### src/rtl/io_stall_req.sv
// -----------------------------------------------------------------------------
// io_stall_req
//
// Purpose:
//   Services a blocking "read switches" instruction. While the instruction sits
//   in MEM (io_read_req high), the pipeline is stalled until the operator
//   releases and then presses the confirm button. At that press the switch bank
//   is captured into io_rdata and io_valid pulses for one cycle.
//
//   A button still held down from an earlier read is never reused. The operator
//   must release the button and then press it again.
//
// Optional feature:
//   IO_DEBOUNCE_EN - when defined, the synchronized button level is debounced.
//                    The filtered level follows it only after DEBOUNCE_CYCLES
//                    consecutive disagreeing samples. When undefined, the
//                    filtered level is the synchronized level itself.
//
// Parameters:
//   SW_WIDTH        - width of the switch bank (1..32)
//   DEBOUNCE_CYCLES - stable cycles required before the filtered level flips
//
// Ports:
//   clk          in   single clock, rising edge
//   rst          in   synchronous, active-high reset
//   io_read_req  in   level, high while an input instruction occupies MEM
//   enter        in   raw asynchronous confirm button
//   switch       in   raw switch bank, quasi-static
//   stall_req_io out  combinational stall request to the stall controller
//   io_rdata     out  captured switch value, zero-extended to 32 bits
//   io_valid     out  one-cycle pulse marking io_rdata as newly captured
// -----------------------------------------------------------------------------
module io_stall_req #(
    parameter int SW_WIDTH        = 16,
    parameter int DEBOUNCE_CYCLES = 20000
) (
    input  logic                clk,
    input  logic                rst,
    input  logic                io_read_req,
    input  logic                enter,
    input  logic [SW_WIDTH-1:0] switch,
    output logic                stall_req_io,
    output logic [31:0]         io_rdata,
    output logic                io_valid
);

    if (SW_WIDTH < 1 || SW_WIDTH > 32) begin : g_bad_sw_width
        $error("io_stall_req: SW_WIDTH must be within 1..32");
    end
    if (DEBOUNCE_CYCLES < 1) begin : g_bad_debounce
        $error("io_stall_req: DEBOUNCE_CYCLES must be at least 1");
    end

    typedef enum logic [1:0] {
        IDLE         = 2'd0,
        WAIT_RELEASE = 2'd1,
        WAIT_PRESS   = 2'd2,
        DONE         = 2'd3
    } state_t;

    state_t state;
    state_t state_nxt;

    logic enter_s1;
    logic enter_s2;
    logic enter_f;
    logic capture;

    // Stage: two-flop synchronizer for the asynchronous button
    always_ff @(posedge clk) begin
        if (rst) begin
            enter_s1 <= 1'b0;
            enter_s2 <= 1'b0;
        end else begin
            enter_s1 <= enter;
            enter_s2 <= enter_s1;
        end
    end

`ifdef IO_DEBOUNCE_EN
    localparam int                 CNT_W    = $clog2(DEBOUNCE_CYCLES + 1);
    localparam logic [CNT_W-1:0]   CNT_LAST = CNT_W'(DEBOUNCE_CYCLES - 1);

    logic [CNT_W-1:0] db_cnt;
    logic             enter_db;

    // Stage: debounce filter. The counter holds the number of consecutive
    // samples that disagree with the filtered level. The filtered level flips
    // on the DEBOUNCE_CYCLES-th such sample, and any agreeing sample clears
    // the count. The counter saturates and never wraps.
    always_ff @(posedge clk) begin
        if (rst) begin
            db_cnt   <= '0;
            enter_db <= 1'b0;
        end else if (enter_s2 == enter_db) begin
            db_cnt <= '0;
        end else if (db_cnt >= CNT_LAST) begin
            enter_db <= enter_s2;
            db_cnt   <= '0;
        end else if (db_cnt != '1) begin
            db_cnt <= db_cnt + CNT_W'(1);
        end
    end

    assign enter_f = enter_db;
`else
    assign enter_f = enter_s2;
`endif

    // A drop of io_read_req (pipeline flush) takes priority over a press, so a
    // flushed instruction never captures.
    assign capture = (state == WAIT_PRESS) && io_read_req && enter_f;

    // Stage: FSM state register
    always_ff @(posedge clk) begin
        if (rst) begin
            state <= IDLE;
        end else begin
            state <= state_nxt;
        end
    end

    always_comb begin
        state_nxt = state;
        unique case (state)
            IDLE: begin
                if (io_read_req) begin
                    state_nxt = WAIT_RELEASE;
                end
            end
            WAIT_RELEASE: begin
                if (!io_read_req) begin
                    state_nxt = IDLE;
                end else if (!enter_f) begin
                    state_nxt = WAIT_PRESS;
                end
            end
            WAIT_PRESS: begin
                if (!io_read_req) begin
                    state_nxt = IDLE;
                end else if (enter_f) begin
                    state_nxt = DONE;
                end
            end
            DONE: begin
                state_nxt = IDLE;
            end
        endcase
    end

    // The stall request is combinational, so it is already high in the first
    // cycle that io_read_req rises. While in reset, the FSM is treated as IDLE.
    always_comb begin
        stall_req_io = 1'b0;
        io_valid     = 1'b0;
        if (rst) begin
            stall_req_io = io_read_req;
        end else begin
            unique case (state)
                IDLE:         stall_req_io = io_read_req;
                WAIT_RELEASE: stall_req_io = 1'b1;
                WAIT_PRESS:   stall_req_io = 1'b1;
                DONE:         io_valid     = 1'b1;
            endcase
        end
    end

    // Stage: capture register. It holds its value until the next capture.
    always_ff @(posedge clk) begin
        if (rst) begin
            io_rdata <= '0;
        end else if (capture) begin
            io_rdata <= 32'(switch);
        end
    end

endmodule

### config.mk
export PLATFORM = sky130hd
export DESIGN_NAME = io_stall_req
export DESIGN_NICKNAME = d
export VERILOG_FILES = /design/src/rtl/io_stall_req.sv
export SDC_FILE = /design/constraint.sdc
export NUM_CORES = 1
export LEC_CHECK = 0
export ABC_AREA = 1
export CORE_UTILIZATION = 38
export CTS_CLUSTER_DIAMETER = 80
export DETAILED_ROUTE_END_ITERATION = 8
export PLACE_DENSITY = 0.78
export SETUP_SLACK_MARGIN = 0.3
export SLEW_MARGIN = 10
export SYNTH_ARGS = -nofsm -noshare
export SYNTH_HDL_FRONTEND = slang
export SYNTH_SLANG_ARGS = --single-unit
### constraint.sdc
create_clock -name clk -period 1.55 [get_ports clk]
set_input_delay 0.31 -clock clk [delete_from_list [all_inputs] [get_ports clk]]
set_output_delay 0.31 -clock clk [all_outputs]
set_load 0.05 [all_outputs]
==> reports/results.txt <==
In this run, synthesis produced a sequential element count of 20. For this block, the initial DRC count from the detailed router was 12. TritonCTS built the clock tree.

The critical path startpoint category is a flip-flop. In the synthesized netlist, the number of instances is 126. The tool flagged a number of max-cap violations equal to 0.

In this run the remaining antenna-violating nets after routing total 0. The clock drives 20 sinks. In this run the horizontal extent of the chip is 53.3 microns. Setup violations remaining at the end of the flow were counted as 2. The power consumption was 1.35 mW; the number of max-slew violations in the final report was 0.

Data arrives at the worst endpoint at 1410 ps. From synthesis to final layout, the design area changed by 48.0%. Dividing total power by cell area gives a power density of 913 nW/um^2. The worst hold path belongs to the class reg -> reg. The required time of the worst setup path was 1240 ps. The run gives 0.154 as the total track usage. The worst setup path is of the reg -> out kind.

The floorplan has 18 rows. At the end of routability-driven placement, the weighted congestion stood at 0.716. The tools report the largest buffer count on any clock path as 2. The finished cells cover 1480 sq um. The run gives 729 as the number of global-route vias before repair. The worst setup path is captured at an output pin. The wire length per cell after detailed routing is 10.9 microns. The initial antenna violation count was 0. sky130_fd_sc_hd__dfxtp_1 takes more of the synthesized area than any other cell.

The first global-routing pass estimated 3.14 mm of wire. The count of warnings emitted by yosys is 0. The repair_antennas step left the layout with diodes totalling 0. The total overflow left after global routing is 0. The layout cell share with drive strength beyond 1 was 0.276; the area of the mapped netlist was 1000 sq um. Entering global routing, the biggest net connects 19 pins.

Setup repair after global routing could not meet its margin everywhere. The number of I/O port buffers is 37, and the routed via count divided by cell count is 4.46. At the placement stage, the worst setup path has a slack of -136 ps.

The final reports fail on negative setup slack. Summing all placed instances gives a cell area of 1380 sq um. The number of top-level pins was 54; the level count of the clock H-tree was 1. For the register area share after synthesis, the log shows 0.400.

The initial core utilization was 0.404. In this run the worst path has a maximum fanout of 3. IR analysis of the VDD net gives a maximum drop of 875 uV.

The final number of hold-violating endpoints is 0. For the number of remaining DRC errors, the log shows 0. For the maximum frequency from static timing analysis, the log shows 581 MHz. The tools report the final wirelength as 2.18 mm.

The routed layout has 891 vias. The first TritonRoute pass finished after 4 iterations. The final critical-path share of the clock period is 1.11. The clock period minus worst slack was 1720 ps. The total clock buffers created by CTS is 3.

The clock transition at the register clock pins on the worst setup and hold paths after CTS was 110 ps; the setup clock skew after layout was 1.31 ps. Summed over all nets, the half-perimeter wirelength after detailed placement is 1.54 mm. The clock tree root driver cell is sky130_fd_sc_hd__clkbuf_4. For the core utilization of the finished layout, the log shows 0.598. Post-route worst setup slack: -171 ps. In this run the standard cell core region covers 2480 sq um. The later pin in the worst-skew pair is clocked with a latency of 290 ps. Yosys attributes the largest share of cell area to sky130_fd_sc_hd__dfxtp_1, sky130_fd_sc_hd__buf_4, sky130_fd_sc_hd__a21oi_1. The flow ran to the end, but the final reports show violations. The netlist uses 18 different library cells. For this design the static power due to leakage is 0.650 nW. Averaged over all synthesized cells, the footprint is 7.94 sq um. The die covers 2840 sq um. The top-area cell type share of the netlist area works out to 0.400.

Final hold analysis gives a worst-case slack of 421 ps. For this run, the post-layout net count is 197. From bottom edge to top edge, the die measures 53.3 microns.

The run gives 0 as the number of buffers inserted for hold repair after clock tree synthesis.
cell type report:
| class | count | area [sq um] |
|---|---|---|
| Tap cell | 30 | 37.5 |
| Fill cell | 229 | 996 |
| Multi-Input combinational cell | 76 | 465 |
| Clock buffer | 3 | 22.5 |
| Sequential cell | 20 | 405 |
| Inverter | 25 | 96.3 |
| Timing Repair Buffer | 46 | 454 |
per-layer routing:
| layer | up-vias | GRT usage | wire, microns |
|---|---|---|---|
| met5 | - | 0 | 0 |
| met3 | 2 | 0.0316 | 124 |
| met1 | 405 | 0.172 | 893 |
| met4 | 0 | 0.0526 | 17 |
| met2 | 33 | 0.281 | 1140 |
| li1 | 451 | - | - |
synthesized netlist by cell type:
cell type	n
sky130_fd_sc_hd__inv_1	24
sky130_fd_sc_hd__dfxtp_1	20
sky130_fd_sc_hd__a21oi_1	18
sky130_fd_sc_hd__buf_4	16
sky130_fd_sc_hd__o21ai_1	12
sky130_fd_sc_hd__nand2_1	8
sky130_fd_sc_hd__nor2_1	7
sky130_fd_sc_hd__ha_1	5
sky130_fd_sc_hd__buf_6	3
sky130_fd_sc_hd__nand3_1	2
sky130_fd_sc_hd__nor3_1	2
sky130_fd_sc_hd__o21ai_0	2
sky130_fd_sc_hd__o21ai_2	2
sky130_fd_sc_hd__clkbuf_2	1
sky130_fd_sc_hd__conb_1	1
sky130_fd_sc_hd__inv_2	1
sky130_fd_sc_hd__nand3_2	1
sky130_fd_sc_hd__nand3_4	1
metrics by stage:
step,setup TNS (ps),cells
after floorplan,0,141
after global placement,-131,193
after detailed placement,-169,193
after CTS,-221,199
after global routing,-313,200
final,-182,200
critical path, stage by stage, from the launching register on:
cell and delay (ps):
sky130_fd_sc_hd__dfxtp_2 370, sky130_fd_sc_hd__inv_2 60, sky130_fd_sc_hd__ha_4 290, sky130_fd_sc_hd__nor3_4 50, sky130_fd_sc_hd__nor3_4 200, sky130_fd_sc_hd__buf_12 160
path summary, 6_finish.rpt:
kind / start / end / slack, ps / cells past startpoint
min: enter_s1 / enter_f / 420 / 2
max reg2reg: state[0] / io_rdata[4] / 180 / 6
min reg2reg: enter_s1 / enter_f / 420 / 2
max: state[0] / stall_req_io / -170 / 5
cells by family after synthesis:
group	count (synthesis)	synth area share
other	1	0.00375
DFF	20	0.400
buffers and inverters	45	0.252
adders and majority gates	5	0.0625
and+or+nand+nor	21	0.104
AOI/OAI and AO/OA	34	0.178
power by group:
group / leakage [nW] / total [mW] / internal (mW) / switching, mW
combinational: 0.473 / 0.554 / 0.233 / 0.321
clock: 0.0138 / 0.238 / 0.0902 / 0.147
sequential: 0.163 / 0.562 / 0.540 / 0.0211
total: 0.649 / 1.35 / 0.863 / 0.490
state kept, by name, indices dropped and copies added (netlist names):
signal	count
enter_f	1
enter_s1	1
io_rdata	16
state	2
timing repair:
action / 4_1_cts / 5_1_grt
resized for setup: 5 / 2
cloned: 1 / 0
buffers inserted: 2 / 1
pin swaps: 3 / 4
endpoints found under the setup margin: 11 / 20
layout by cell type, fill, tap and decap left out, drive strengths merged:
master / count
buf: 26
inv: 25
dfxtp: 20
clkdlybuf4s50: 18
a21oi: 18
conb: 16
o21ai: 16
nand2: 8
nor2: 7
ha: 5
nand3: 4
clkbuf: 3
nor3: 2
bufbuf: 1
dlygate4sd2: 1
(Power assumes the default switching activity.)
